**src/rtl/serial_add_sequencer.sv**
```systemverilog
// -----------------------------------------------------------------------------
// serial_add_sequencer
//
// Purpose:
//   Controller wrapped around a 1-bit serial full adder. A WIDTH-bit operand
//   pair is accepted over a valid/ready handshake and fed LSB-first through
//   the adder, one bit per clock. The sum is rebuilt in a right-shifting result
//   register. The sum and the final carry-out are then held on a valid/ready
//   output until the consumer takes them. Parallel datapaths can therefore
//   share a single bit-serial adder.
//
// Configuration:
//   SERIAL_ADD_SUB_EN  When defined, adds the in_sub port. A subtract request
//                      loads operand B inverted and starts the carry at 1, so
//                      the block computes A - B. out_carry then becomes the
//                      no-borrow flag (A >= B, unsigned).
//
// Parameters:
//   WIDTH      Operand/result width in bits (2 or more).
//
// Ports:
//   clk        Rising-edge clock.
//   rst        Synchronous reset, active-high.
//   in_valid   Operand pair valid.
//   in_ready   Block can accept operands (high only in IDLE).
//   in_a       Operand A.
//   in_b       Operand B.
//   in_sub     Subtract select (SERIAL_ADD_SUB_EN only).
//   out_valid  Result valid (high only in DONE).
//   out_ready  Consumer accepts the result.
//   out_sum    Result bits.
//   out_carry  Final carry-out, or the no-borrow flag when subtracting.
//
// Timing:
//   out_valid rises exactly WIDTH cycles after the accepting edge. The next
//   accept happens no earlier than one cycle after the output handshake.
// -----------------------------------------------------------------------------
module serial_add_sequencer #(
    parameter int WIDTH = 8
) (
    input  logic             clk,
    input  logic             rst,
    input  logic             in_valid,
    output logic             in_ready,
    input  logic [WIDTH-1:0] in_a,
    input  logic [WIDTH-1:0] in_b,
`ifdef SERIAL_ADD_SUB_EN
    input  logic             in_sub,
`endif
    output logic             out_valid,
    input  logic             out_ready,
    output logic [WIDTH-1:0] out_sum,
    output logic             out_carry
);

    localparam int              CNT_W    = $clog2(WIDTH);
    localparam logic [CNT_W-1:0] LAST_BIT = CNT_W'(WIDTH - 1);

    typedef enum logic [1:0] {
        IDLE = 2'd0,
        RUN  = 2'd1,
        DONE = 2'd2
    } state_t;

    state_t state;
    state_t state_next;

    logic [WIDTH-1:0] a_sr;
    logic [WIDTH-1:0] b_sr;
    logic             carry;
    logic [CNT_W-1:0] count;

    // -------------------------------------------------------------------------
    // Serial full adder: one bit of each operand per clock.
    // -------------------------------------------------------------------------
    logic a_bit;
    logic b_bit;
    logic sum_bit;
    logic carry_next;

    assign a_bit      = a_sr[0];
    assign b_bit      = b_sr[0];
    assign sum_bit    = a_bit ^ b_bit ^ carry;
    assign carry_next = (a_bit & b_bit) | (a_bit & carry) | (b_bit & carry);

    // -------------------------------------------------------------------------
    // Operand conditioning at accept time. Subtraction is A + ~B + 1. The +1
    // comes from starting the carry chain at 1, so no extra adder is needed.
    // -------------------------------------------------------------------------
    logic [WIDTH-1:0] load_b;
    logic             load_carry;

`ifdef SERIAL_ADD_SUB_EN
    assign load_b     = in_sub ? ~in_b : in_b;
    assign load_carry = in_sub;
`else
    assign load_b     = in_b;
    assign load_carry = 1'b0;
`endif

    logic accept;
    logic last_edge;

    assign accept    = in_valid & in_ready;
    assign last_edge = (state == RUN) && (count == LAST_BIT);

    // -------------------------------------------------------------------------
    // FSM state register
    // -------------------------------------------------------------------------
    // NOTE: sequential state uses non-blocking assignments, so every flop
    // samples pre-edge values no matter how the always blocks are ordered.
    always_ff @(posedge clk) begin
        if (rst) begin
            state <= IDLE;
        end else begin
            state <= state_next;
        end
    end

    // -------------------------------------------------------------------------
    // FSM next-state and handshake outputs
    // -------------------------------------------------------------------------
    // NOTE: every output of this block gets a default first. A path that
    // forgets an assignment would otherwise infer a latch.
    always_comb begin
        state_next = state;
        in_ready   = 1'b0;
        out_valid  = 1'b0;
        unique case (state)
            IDLE: begin
                in_ready = 1'b1;
                if (in_valid) begin
                    state_next = RUN;
                end
            end
            RUN: begin
                if (count == LAST_BIT) begin
                    state_next = DONE;
                end
            end
            DONE: begin
                out_valid = 1'b1;
                if (out_ready) begin
                    state_next = IDLE;
                end
            end
            default: begin
                state_next = IDLE;
            end
        endcase
    end

    // -------------------------------------------------------------------------
    // Datapath: operand shifters, carry, bit counter, result register
    // -------------------------------------------------------------------------
    // NOTE: these registers are plain flops, not a memory array, so they all
    // take the synchronous reset. A reset mid-operation therefore also
    // discards every partial result.
    always_ff @(posedge clk) begin
        if (rst) begin
            a_sr      <= '0;
            b_sr      <= '0;
            carry     <= 1'b0;
            count     <= '0;
            out_sum   <= '0;
            out_carry <= 1'b0;
        end else begin
            if (accept) begin
                a_sr  <= in_a;
                b_sr  <= load_b;
                carry <= load_carry;
                count <= '0;
            end else if (state == RUN) begin
                a_sr    <= a_sr >> 1;
                b_sr    <= b_sr >> 1;
                carry   <= carry_next;
                // The result fills from the top. After WIDTH shifts the
                // first sum bit has reached bit 0.
                out_sum <= {sum_bit, out_sum[WIDTH-1:1]};
                if (last_edge) begin
                    // The counter stops at WIDTH-1 and is cleared again on
                    // the next accept, so it never wraps.
                    out_carry <= carry_next;
                end else begin
                    count <= count + 1'b1;
                end
            end
        end
    end

endmodule

```
**config.mk**
```make
export PLATFORM = sky130hd
export DESIGN_NAME = serial_add_sequencer
export DESIGN_NICKNAME = d
export VERILOG_FILES = /design/src/rtl/serial_add_sequencer.sv
export SDC_FILE = /design/constraint.sdc
export NUM_CORES = 1
export LEC_CHECK = 0
export BUFFER_PORTS_ARGS = -buffer_cell sky130_fd_sc_hd__clkbuf_2
export CORE_ASPECT_RATIO = 0.5
export CORE_MARGIN = 1.5
export CORE_UTILIZATION = 26
export CTS_CLUSTER_DIAMETER = 40
export DETAILED_ROUTE_END_ITERATION = 6
export SYNTH_ARGS = -nofsm -noshare
export SYNTH_HDL_FRONTEND = slang
export SYNTH_SLANG_ARGS = --single-unit
```
**constraint.sdc**
```tcl
create_clock -name clk -period 2.1 [get_ports clk]
set_clock_uncertainty 0.2 [all_clocks]
set_input_delay 0.105 -clock clk [delete_from_list [all_inputs] [get_ports clk]]
set_output_delay 0.105 -clock clk [all_outputs]
set_load 0.02 [all_outputs]
```
==> flow_metrics.env <==
export IMPL_p_leak_nw=0.725
export IMPL_coreArea_um2=5000
export IMPL_yosysMostFrequentCell="dfxtp_1"
export IMPL_tns_ns=0
export IMPL_grt_usage_pct=11.3
export IMPL_relSlewSlack_pct=54.9
export IMPL_tightest_slew_ns=0.676
export IMPL_synth_top_area_share_pct=45.3
export IMPL_cts_sinks=31
export IMPL_ys_seq_area_share_pct=45.3
export IMPL_cts_made_buffers=5
export IMPL_clkPwrFrac_pct=33.8
export IMPL_layoutNonFillerInstCount=277
export IMPL_power_density_nw_per_um2=703
export IMPL_overflow=0
export IMPL_synth_main_ff_cell="dfxtp_1"
export IMPL_ff2ff_setup_slack_ns=0.33
export IMPL_portBuffers=30
export IMPL_p_int_uw=947
export IMPL_syn_inst=161
export IMPL_power_frac_seq_pct=51.1
export IMPL_ys_types=25
export IMPL_htreeDepth=2
export IMPL_hp_class="primary input to flip-flop"
export IMPL_end_kind="flip-flop"
export IMPL_ys_seq_elements=31
export IMPL_yosys_warnings=0
export IMPL_synthTopCellsByArea="dfxtp_1, a21oi_1, nand2_1"
export IMPL_finalSetupViolCount=0
export IMPL_io_pins=31
export IMPL_fp_dieW_um=106
export IMPL_initial_core_util_pct=27.4
export IMPL_insertion_delay_ns=0.27
export IMPL_placed_cells=255
export IMPL_rsz0062_at_grt="no"
export IMPL_irDropWorstVdd_mv=0.230
export IMPL_grt_max_degree=32
export IMPL_num_rows=18
export IMPL_routed_via_density=4.42
export IMPL_drive_gt1_share_pct=24.6
export IMPL_min_from="in_a[5]"
export IMPL_drc=0
export IMPL_fin_crit_sh_pct=84.2
export IMPL_fmax_ghz=0.565
export IMPL_critPathRequiredTime_ns=2.08
export IMPL_min_to="a_sr[5]"
export IMPL_num_nets_final=229
export IMPL_die_area_um2=5740
export IMPL_synthArstFlopShare_pct=0
export IMPL_wire_per_inst_um=11.1
export IMPL_hold_violations=0
export IMPL_tritoncts="built"
export IMPL_drtPass1Iterations=4
export IMPL_cts_setup_buffers=0
export IMPL_rr_worst_depth=4
export IMPL_period_minus_slack_ns=1.77
export IMPL_grt_pass1_wl_um=4860
export IMPL_worstReg2RegEnd="b_sr[4]"
export IMPL_synth_top_area_cell="dfxtp_1"
export IMPL_synth_edf_count=0
export IMPL_cts_buffer_depth=2
export IMPL_switching_share_pct=25.3
export IMPL_n_antenna_cell=0
export IMPL_dp_hpwl_um=2050
export IMPL_fp_dieH_um=54.3
export IMPL_min_path_cells=4
export IMPL_cts_root_buf="clkbuf_8"
export IMPL_crit_type="flip-flop to flip-flop"
export IMPL_report_final_slew_viol_count=0
export IMPL_syn_avg_cell_area_um2=8.51
export IMPL_cap_violations=0
export IMPL_place_congestion=0.811
export IMPL_combPwrFrac_pct=15.2
export IMPL_clkTransAtPathRegs_ns=0.06
export IMPL_switching_power_uw=321
export IMPL_areaGrowthSynthToFinish_pct=31.7
export IMPL_r2r_start="state[0]"
export IMPL_final_antenna_net_count=0
export IMPL_outcome="complete, no violations"
export IMPL_cp_start_kind="flip-flop"
export IMPL_syn_cell_area_um2=1370
export IMPL_antenna_found_initial=0
export IMPL_vias=1225
export IMPL_synth_common_cells="dfxtp_1, nand2_1, a21oi_1"
export IMPL_syn_nets=184
export IMPL_crit_fanout=13
export IMPL_crit_arrival_ns=1.75
export IMPL_drt_total_wl_um=3080
export IMPL_grt_pass1_vias=1021
export IMPL_drt_iter0_drc=34
-- metal layers --
| layer | global-route usage [%] | routed length [um] | vias to the layer above | share of wire [%] |
|---|---|---|---|---|
| met3 | 2.86 | 128 | 4 | 4.2 |
| met5 | 0 | 0 | - | 0 |
| met4 | 6.98 | 61 | 0 | 2.0 |
| met1 | 14.0 | 1450 | 559 | 47 |
| met2 | 18.2 | 1440 | 24 | 47 |
| li1 | - | - | 638 | - |
-- worst max-delay path by stage --
stage / startpoint / end / slack (ns) / cells after the start
2_1_floorplan: count[0] / count[1] / 0.54 / 5
3_3_place_gp: state[0] / b_sr[3] / 0.38 / 4
3_5_place_dp: state[0] / b_sr[4] / 0.33 / 4
4_1_cts: state[0] / b_sr[4] / 0.32 / 4
5_1_grt: state[0] / b_sr[3] / 0.21 / 4
6_report: state[0] / b_sr[4] / 0.33 / 4
-- flip-flops by register name (all words and copies together) (netlist names) --
name,cells
state,2
out_carry,1
b_sr,8
count,3
carry,1
a_sr,8
out_sum,8
-- worst max-delay path, cell delays in order (launching register included) --
cell      delay, ns
dfxtp_1        0.44
nor3b_4        0.49
buf_4          0.26
a21oi_1        0.05
a211oi_1       0.23
-- stage by stage --
| step | setup slack (ns) | power, mW | hold slack [ns] | util (%) | cell area, um2 |
|---|---|---|---|---|---|
| final | 0.331 | 1.27 | 0.0433 | 36.1 | 1800 |
| after global routing | 0.208 | 1.34 | 0.0464 | 36.1 | 1800 |
| after CTS | 0.322 | 1.29 | 0.0317 | 36.1 | 1800 |
| after detailed placement | 0.327 | 0.831 | 0.144 | 31.7 | 1580 |
| after global placement | 0.383 | 0.828 | 0.136 | 31.7 | 1580 |
| after floorplan | 0.543 | 0.782 | 0.0410 | - | 1370 |
-- layout by cell type (no fill, tap or decap), drive strengths merged, types with 3 or more instances in the layout --
master and n:
nor3 5, nand3 3, a21oi 28, nand2 30
clkbuf 37, nor2 19, mux2i 3, a211oi 11
buf 6, dfxtp 31, nand2b 3, dlygate4sd3 14
-- logic make-up (layout without fill, tap and decap cells) --
kind of cell | count (synthesis) | count (layout) | share of synthesized area, %
AO/OA/AOI/OAI | 42 | 42 | 19.7
AND/OR/NAND/NOR | 67 | 67 | 23.2
adder cells (fa/ha/maj) | 3 | 3 | 3.29
multiplexers | 3 | 3 | 2.19
buffers and inverters | 14 | 60 | 5.66
XOR/XNOR | 1 | 1 | 0.639
flip-flops | 31 | 31 | 45.3
-- area by class of cell --
cell class,count,area [um2]
fill,519,3200
multi-input combinational,116,672
sequential,31,621
timing repair buffer,50,335
tap,70,87.6
clock buffer,7,76.3
inverter,2,7.51
clock inverter,1,5.00
-- power groups by stage --
stage          sequential [mW]  combinational [mW]  clock, mW
2_1_floorplan            0.654               0.128          0
3_3_place_gp             0.659               0.169          0
3_5_place_dp             0.660               0.171          0
4_1_cts                  0.647               0.193      0.449
5_1_grt                  0.651               0.214      0.475
6_report                 0.647               0.192      0.428
-- timing repair --
| action | in CTS | in global routing |
|---|---|---|
| endpoints found under the hold margin | 14 | 0 |
| resized for setup | 0 | 0 |
| hold buffers | 14 | 0 |
No activity file was read; power rests on OpenSTA's default activity.
